==> src/rtl/seg_scan_display.sv <==
// Multiplexed seven-segment scanner: frame-latched digits, leading-zero
// suppression and 16-level PWM dimming on active-low an/seg/dp pins.
module seg_scan_display #(
  parameter int DIGITS    = 4,
  parameter int DIVIDE_BY = 100000
) (
  input  logic                  clk,
  input  logic                  btnC,
  input  logic [4*DIGITS-1:0]   value,
  input  logic [DIGITS-1:0]     blank,
  input  logic [DIGITS-1:0]     dp_in,
  input  logic                  lz_en,
  input  logic [3:0]            brightness,
  output logic [DIGITS-1:0]     an,
  output logic [6:0]            seg,
  output logic                  dp,
  output logic                  frame_start
);

  localparam int PW = (DIVIDE_BY > 1) ? $clog2(DIVIDE_BY) : 1;
  localparam int IW = (DIGITS > 1) ? $clog2(DIGITS) : 1;

  // Cathode patterns {g,f,e,d,c,b,a}, active-low.
  function automatic logic [6:0] font(input logic [3:0] nib);
    logic [6:0] s;
    case (nib)
      4'h0:    s = 7'b1000000;
      4'h1:    s = 7'b1111001;
      4'h2:    s = 7'b0100100;
      4'h3:    s = 7'b0110000;
      4'h4:    s = 7'b0011001;
      4'h5:    s = 7'b0010010;
      4'h6:    s = 7'b0000010;
      4'h7:    s = 7'b1111000;
      4'h8:    s = 7'b0000000;
      4'h9:    s = 7'b0010000;
      4'hA:    s = 7'b0001000;
      4'hB:    s = 7'b0000011;
      4'hC:    s = 7'b1000110;
      4'hD:    s = 7'b0100001;
      4'hE:    s = 7'b0000110;
      default: s = 7'b0001110;
    endcase
    return s;
  endfunction

  // A digit is suppressed while every digit from it up to the top is blank
  // or a plain zero without a decimal point; digit 0 always survives.
  function automatic logic [DIGITS-1:0] effectiveBlank(
    input logic [4*DIGITS-1:0] v,
    input logic [DIGITS-1:0]   b,
    input logic [DIGITS-1:0]   d,
    input logic                lz
  );
    logic [DIGITS-1:0] r;
    logic              chain;
    r     = b;
    chain = 1'b1;
    for (int k = DIGITS - 1; k >= 1; k--) begin
      chain = chain & (b[k] | ((v[4*k +: 4] == 4'h0) & ~d[k]));
      r[k]  = r[k] | (lz & chain);
    end
    return r;
  endfunction

  logic [PW-1:0]       presc;
  logic [IW-1:0]       idx;
  logic                pending;
  logic [4*DIGITS-1:0] nibBuf;
  logic [DIGITS-1:0]   darkBuf;
  logic [DIGITS-1:0]   dpBuf;

  logic                tick;
  logic                lastDigit;
  logic                capture;
  logic [3:0]          pLow;
  logic [3:0]          curNib;
  logic                slotOn;
  logic [DIGITS-1:0]   anNext;
  logic [6:0]          segNext;
  logic                dpNext;

  assign tick      = (presc == PW'(DIVIDE_BY - 1));
  assign lastDigit = (idx == IW'(DIGITS - 1));
  assign capture   = pending | (tick & lastDigit);
  assign pLow      = 4'(presc);

  always_comb begin
    anNext  = '1;
    segNext = '1;
    dpNext  = 1'b1;
    curNib  = nibBuf[{idx, 2'b00} +: 4];
    slotOn  = (pLow <= brightness) && !darkBuf[idx];
    if (slotOn) begin
      anNext  = ~(DIGITS'(1) << idx);
      segNext = font(curNib);
      dpNext  = ~dpBuf[idx];
    end
  end

  // Scan control, frame masks and registered pin drivers.
  always_ff @(posedge clk or posedge btnC) begin
    if (btnC) begin
      presc       <= '0;
      idx         <= '0;
      pending     <= 1'b1;
      darkBuf     <= '1;
      dpBuf       <= '0;
      an          <= '1;
      seg         <= '1;
      dp          <= 1'b1;
      frame_start <= 1'b0;
    end else begin
      if (tick) begin
        presc <= '0;
        idx   <= lastDigit ? '0 : idx + IW'(1);
      end else begin
        presc <= presc + PW'(1);
      end
      if (capture) begin
        pending <= 1'b0;
        darkBuf <= effectiveBlank(value, blank, dp_in, lz_en);
        dpBuf   <= dp_in;
      end
      an          <= anNext;
      seg         <= segNext;
      dp          <= dpNext;
      frame_start <= capture;
    end
  end

  // Digit values need no reset: the dark mask hides them until first capture.
  always_ff @(posedge clk) begin
    if (capture) nibBuf <= value;
  end

endmodule

==> config.mk <==
export PLATFORM = sky130hd
export DESIGN_NAME = seg_scan_display
export DESIGN_NICKNAME = d
export VERILOG_FILES = /design/src/rtl/seg_scan_display.sv
export SDC_FILE = /design/constraint.sdc
export NUM_CORES = 1
export LEC_CHECK = 0
export BUFFER_PORTS_ARGS = -buffer_cell sky130_fd_sc_hd__buf_2
export CAP_MARGIN = 10
export CORE_MARGIN = 8
export CORE_UTILIZATION = 50
export DETAILED_ROUTE_END_ITERATION = 12
export GPL_TIMING_DRIVEN = 0
export PLACE_DENSITY = 0.68
export RECOVER_POWER = 25
export SETUP_SLACK_MARGIN = 0.5
export SYNTH_ARGS = -nofsm -noshare
export SYNTH_HDL_FRONTEND = slang
export SYNTH_SLANG_ARGS = --single-unit
==> constraint.sdc <==
create_clock -name clk -period 2.6 [get_ports clk]
set_input_delay 0.26 -clock clk [delete_from_list [all_inputs] [get_ports clk]]
set_output_delay 0.26 -clock clk [all_outputs]
set_load 0.005 [all_outputs]
==> qor.csv <==
stage,metric,value,unit
finish,drive_above_1_share,41.4,%
finish,fillCellCount,449,
finish,multi_input_area,0.00128,sq mm
placement,placed_area,0.00316,sq mm
sta,finalWorstSetupSlack,0.565,ns
die,die_height,91.6,um
drt,drtIter0Drc,148,
sta,finalCriticalPeriod,2.04,ns
grt,grt_antenna_before_repair,0,
cts,clock_sinks,57,
synthesis,synth.net_count,268,
drt,vias,1941,
die,dieArea,0.00838,sq mm
synthesis,ys_ff_latch,57,
drt,via_per_inst,5.36,
grt,overflow,0,
worst_setup_path,critPathMaxFanout,8,
sta,rsz0062_at_grt,no,
finish,n_antenna_cell,0,
cts,worstSkewPairLatency,0.33,ns
finish,postLayoutCellArea,0.00346,sq mm
worst_setup_path,crit_chain,"buf_8, mux4_2, ha_4, or3_1, a21oi_2, o31ai_2",
placement,place_ws,0.213,ns
die,coreArea,0.00551,sq mm
worst_setup_path,critical-path-max-stage-delay,0.58,ns
outcome,status,"finished, violations left",
finish,final_cells,362,
worst_setup_path,worst-setup-path-type,reg2reg,
drt,drc_errors,0,
worst_setup_path,cp-start-kind,flop,
power,ir_drop,0.000505,V
synthesis,synth_cell_types,48,
sta,fmax,491,MHz
sta,tightest_slew,1.51,ns
finish,finalNetCount,331,
sta,fin_tns_setup,0,ns
placement,place_congestion,0.784,
sta,hold_viol_final,0,
placement,placed_cells,337,
finish,areaGrowthSynthToFinish,21.3,%
sta,finalCritPeriodShare,78.3,%
worst_setup_path,cpLargestDelayFamily,multiplexers,
outcome,failed_checks,"capacitance limit, slew limit",
worst_setup_path,required,2.85,ns
placement,dp_hpwl,4050,um
sta,skew,0.00577,ns
synthesis,netlist_area,0.00285,sq mm
die,start_util,51.8,%
drt,ant_nets,0,
cts,root_buffer,clkbuf_8,
synthesis,postSynthCellCount,222,
flow_run,drv_cap,1,
synthesis,synth-edff-count,16,
cts,cts_tree,yes,
min_path,hp-class,in2reg,
die,die_x,91.6,um
sta,maxSlewViolCount,42,
drt,firstDrtPassIters,4,
cts,cts_hold_buf,0,
grt,first_global_vias,2112,
power,powerDensity,567,mW/mm^2
synthesis,synth_warnings,0,
worst_setup_path,worst-path-buf-inv,1,
power,leakagePower,1.47,nW
cts,htree_levels,3,
drt,routedWlPerCell,15.5,um
cts,clk_pin_slew_worst_paths,0.07,ns
grt,grt_pass1_wl,9470,um
grt,grt.total_usage,14.2,%
sta,setup_violations,0,
drt,drt-total-wl,5600,um
cts,clockBufferDepth,2,
synthesis,postSynthAreaPerCell,12.9,sq um
die,row_count,27,
die,ioPinCount,44,
sta,relSlewSlack,-0.920,%
power,power,0.00196,W
finish,regArea,0.00153,sq mm
synthesis,seq_area_frac_synth,53.5,%
synthesis,async_reset_ff_share,71.9,%
worst_setup_path,worstSetupEndpointType,flop,
placement,port_buffers,43,
worst_setup_path,crit_arrival,2.28,ns
grt,grt_max_degree,42,
synthesis,ys.flop_type,dfrtp_1,
cts,numCtsBuffers,9,
worst_setup_path,crit_slowest_cell,mux4_2,
flip-flops by register name (all words and copies together) (netlist names):
| name | flops |
|---|---|
| dp | 1 |
| frame_start | 1 |
| idx | 2 |
| pending | 1 |
| an | 4 |
| darkBuf | 4 |
| seg | 7 |
| presc | 17 |
| dpBuf | 4 |
| nibBuf | 16 |
layout make-up:
type                       count  share of cell area [%]
sequential                    57                    44.1
tap                           72                    2.60
clock buffer                  10                    3.69
timing repair buffer          52                    8.20
buffer                         6                    1.19
clock inverter                 6                    1.70
inverter                      14                    1.63
multi-input combinational    145                    36.9
cells in the final DEF (no fill, tap or decap), types with 2 or more instances in the layout:
cell	Yosys	final
xnor2_1	5	5
o211ai_1	2	2
and4_1	3	3
buf_2	2	42
clkbuf_1	2	4
nand2b_1	2	2
a21oi_2	1	2
mux2_2	11	11
a21oi_1	6	4
o21bai_1	2	2
mux4_2	6	6
nand4_1	7	7
clkinv_2	0	2
nand3_1	9	9
nor2_1	10	10
clkbuf_8	1	9
o21ai_0	3	3
dfrtp_1	24	24
ha_1	15	13
nand2_1	12	12
buf_4	0	8
o221ai_1	3	3
clkinvlp_4	0	3
nand3b_1	2	2
mux2i_1	8	7
inv_1	14	13
clkbuf_2	1	2
dfstp_2	17	17
edfxtp_1	16	16
nand4bb_1	2	2
or3_1	4	4
or4_1	2	2
xor2_1	11	11
what timing repair did:
action,4_1_cts,5_1_grt
pin swaps,2,2
resized for setup,5,9
gates cloned,0,0
setup buffers,7,2
endpoints found under the setup margin,20,27
worst reg2reg max path, delay by kind of cell (launching register included):
kind	cells	cell delay, ns
multiplexers	1	0.59
AO/OA/AOI/OAI	2	0.23
flip-flops	1	0.38
AND/OR/NAND/NOR	1	0.38
adder cells (fa/ha/maj)	1	0.21
buffers and inverters	1	0.15
metrics by stage:
step / util (%) / hold slack, ns
after floorplan: - / 0.359
after global placement: 57.4 / 0.437
after detailed placement: 57.4 / 0.439
after CTS: 62.1 / 0.0831
after global routing: 62.9 / 0.0772
final: 62.9 / 0.0978
per-layer routing:
layer | part of all wire [%] | up-vias | global-route usage (%)
li1 | - | 938 | -
met1 | 43 | 952 | 15.4
met2 | 51 | 44 | 23.8
met3 | 5.1 | 7 | 6.26
met4 | 1.4 | 0 | 5.46
met5 | 0 | - | 0
power breakdown:
part           internal, W  total [W]  switching, W
Combinational    0.0000855   0.000173     0.0000877
Sequential        0.000985    0.00100     0.0000181
Clock             0.000435   0.000786      0.000351
cells in the mapped netlist (2+ instances only):
cell	instances	area, sq um
a21oi_1	6	30.0
and4_1	3	26.3
buf_2	2	10.0
clkbuf_1	2	7.51
dfrtp_1	24	601
dfstp_2	17	447
edfxtp_1	16	480
ha_1	15	188
inv_1	14	52.6
mux2_2	11	124
mux2i_1	8	80.1
mux4_2	6	135
nand2_1	12	45.0
nand2b_1	2	12.5
nand3_1	9	45.0
nand3b_1	2	15.0
nand4_1	7	43.8
nand4bb_1	2	22.5
nor2_1	10	37.5
o211ai_1	2	15.0
o21ai_0	3	15.0
o21bai_1	2	15.0
o221ai_1	3	26.3
o31ai_1	2	15.0
or3_1	4	25.0
or4_1	2	15.0
xnor2_1	5	43.8
xor2_1	11	96.3
kinds of logic (layout without fill, tap and decap cells):
logic type      count (synthesis)  after routing  synth area share (%)
xor+xnor                       16             16                  4.91
fa+ha+maj                      15             15                  6.58
buf+inv                        20             88                  3.11
flops                          57             57                  53.5
compound gates                 25             25                  6.18
mux                            25             25                  11.9
other cells                     1              1                 0.131
simple gates                   63             63                  13.7
worst paths after layout:
kind	end	cells after the start	startpoint	slack, ns
worst max-delay path	seg[0]	6	idx[0]	0.56
worst min register to register	presc[12]	1	presc[12]	0.51
min in group asynchronous	frame_start	2	btnC	0.38
worst max register to register	seg[0]	6	idx[0]	0.56
max in group asynchronous	presc[1]	2	btnC	1.34
worst min-delay path	nibBuf[1]	1	value[1]	0.1
Note: power is estimated with default switching activity, not from simulation.
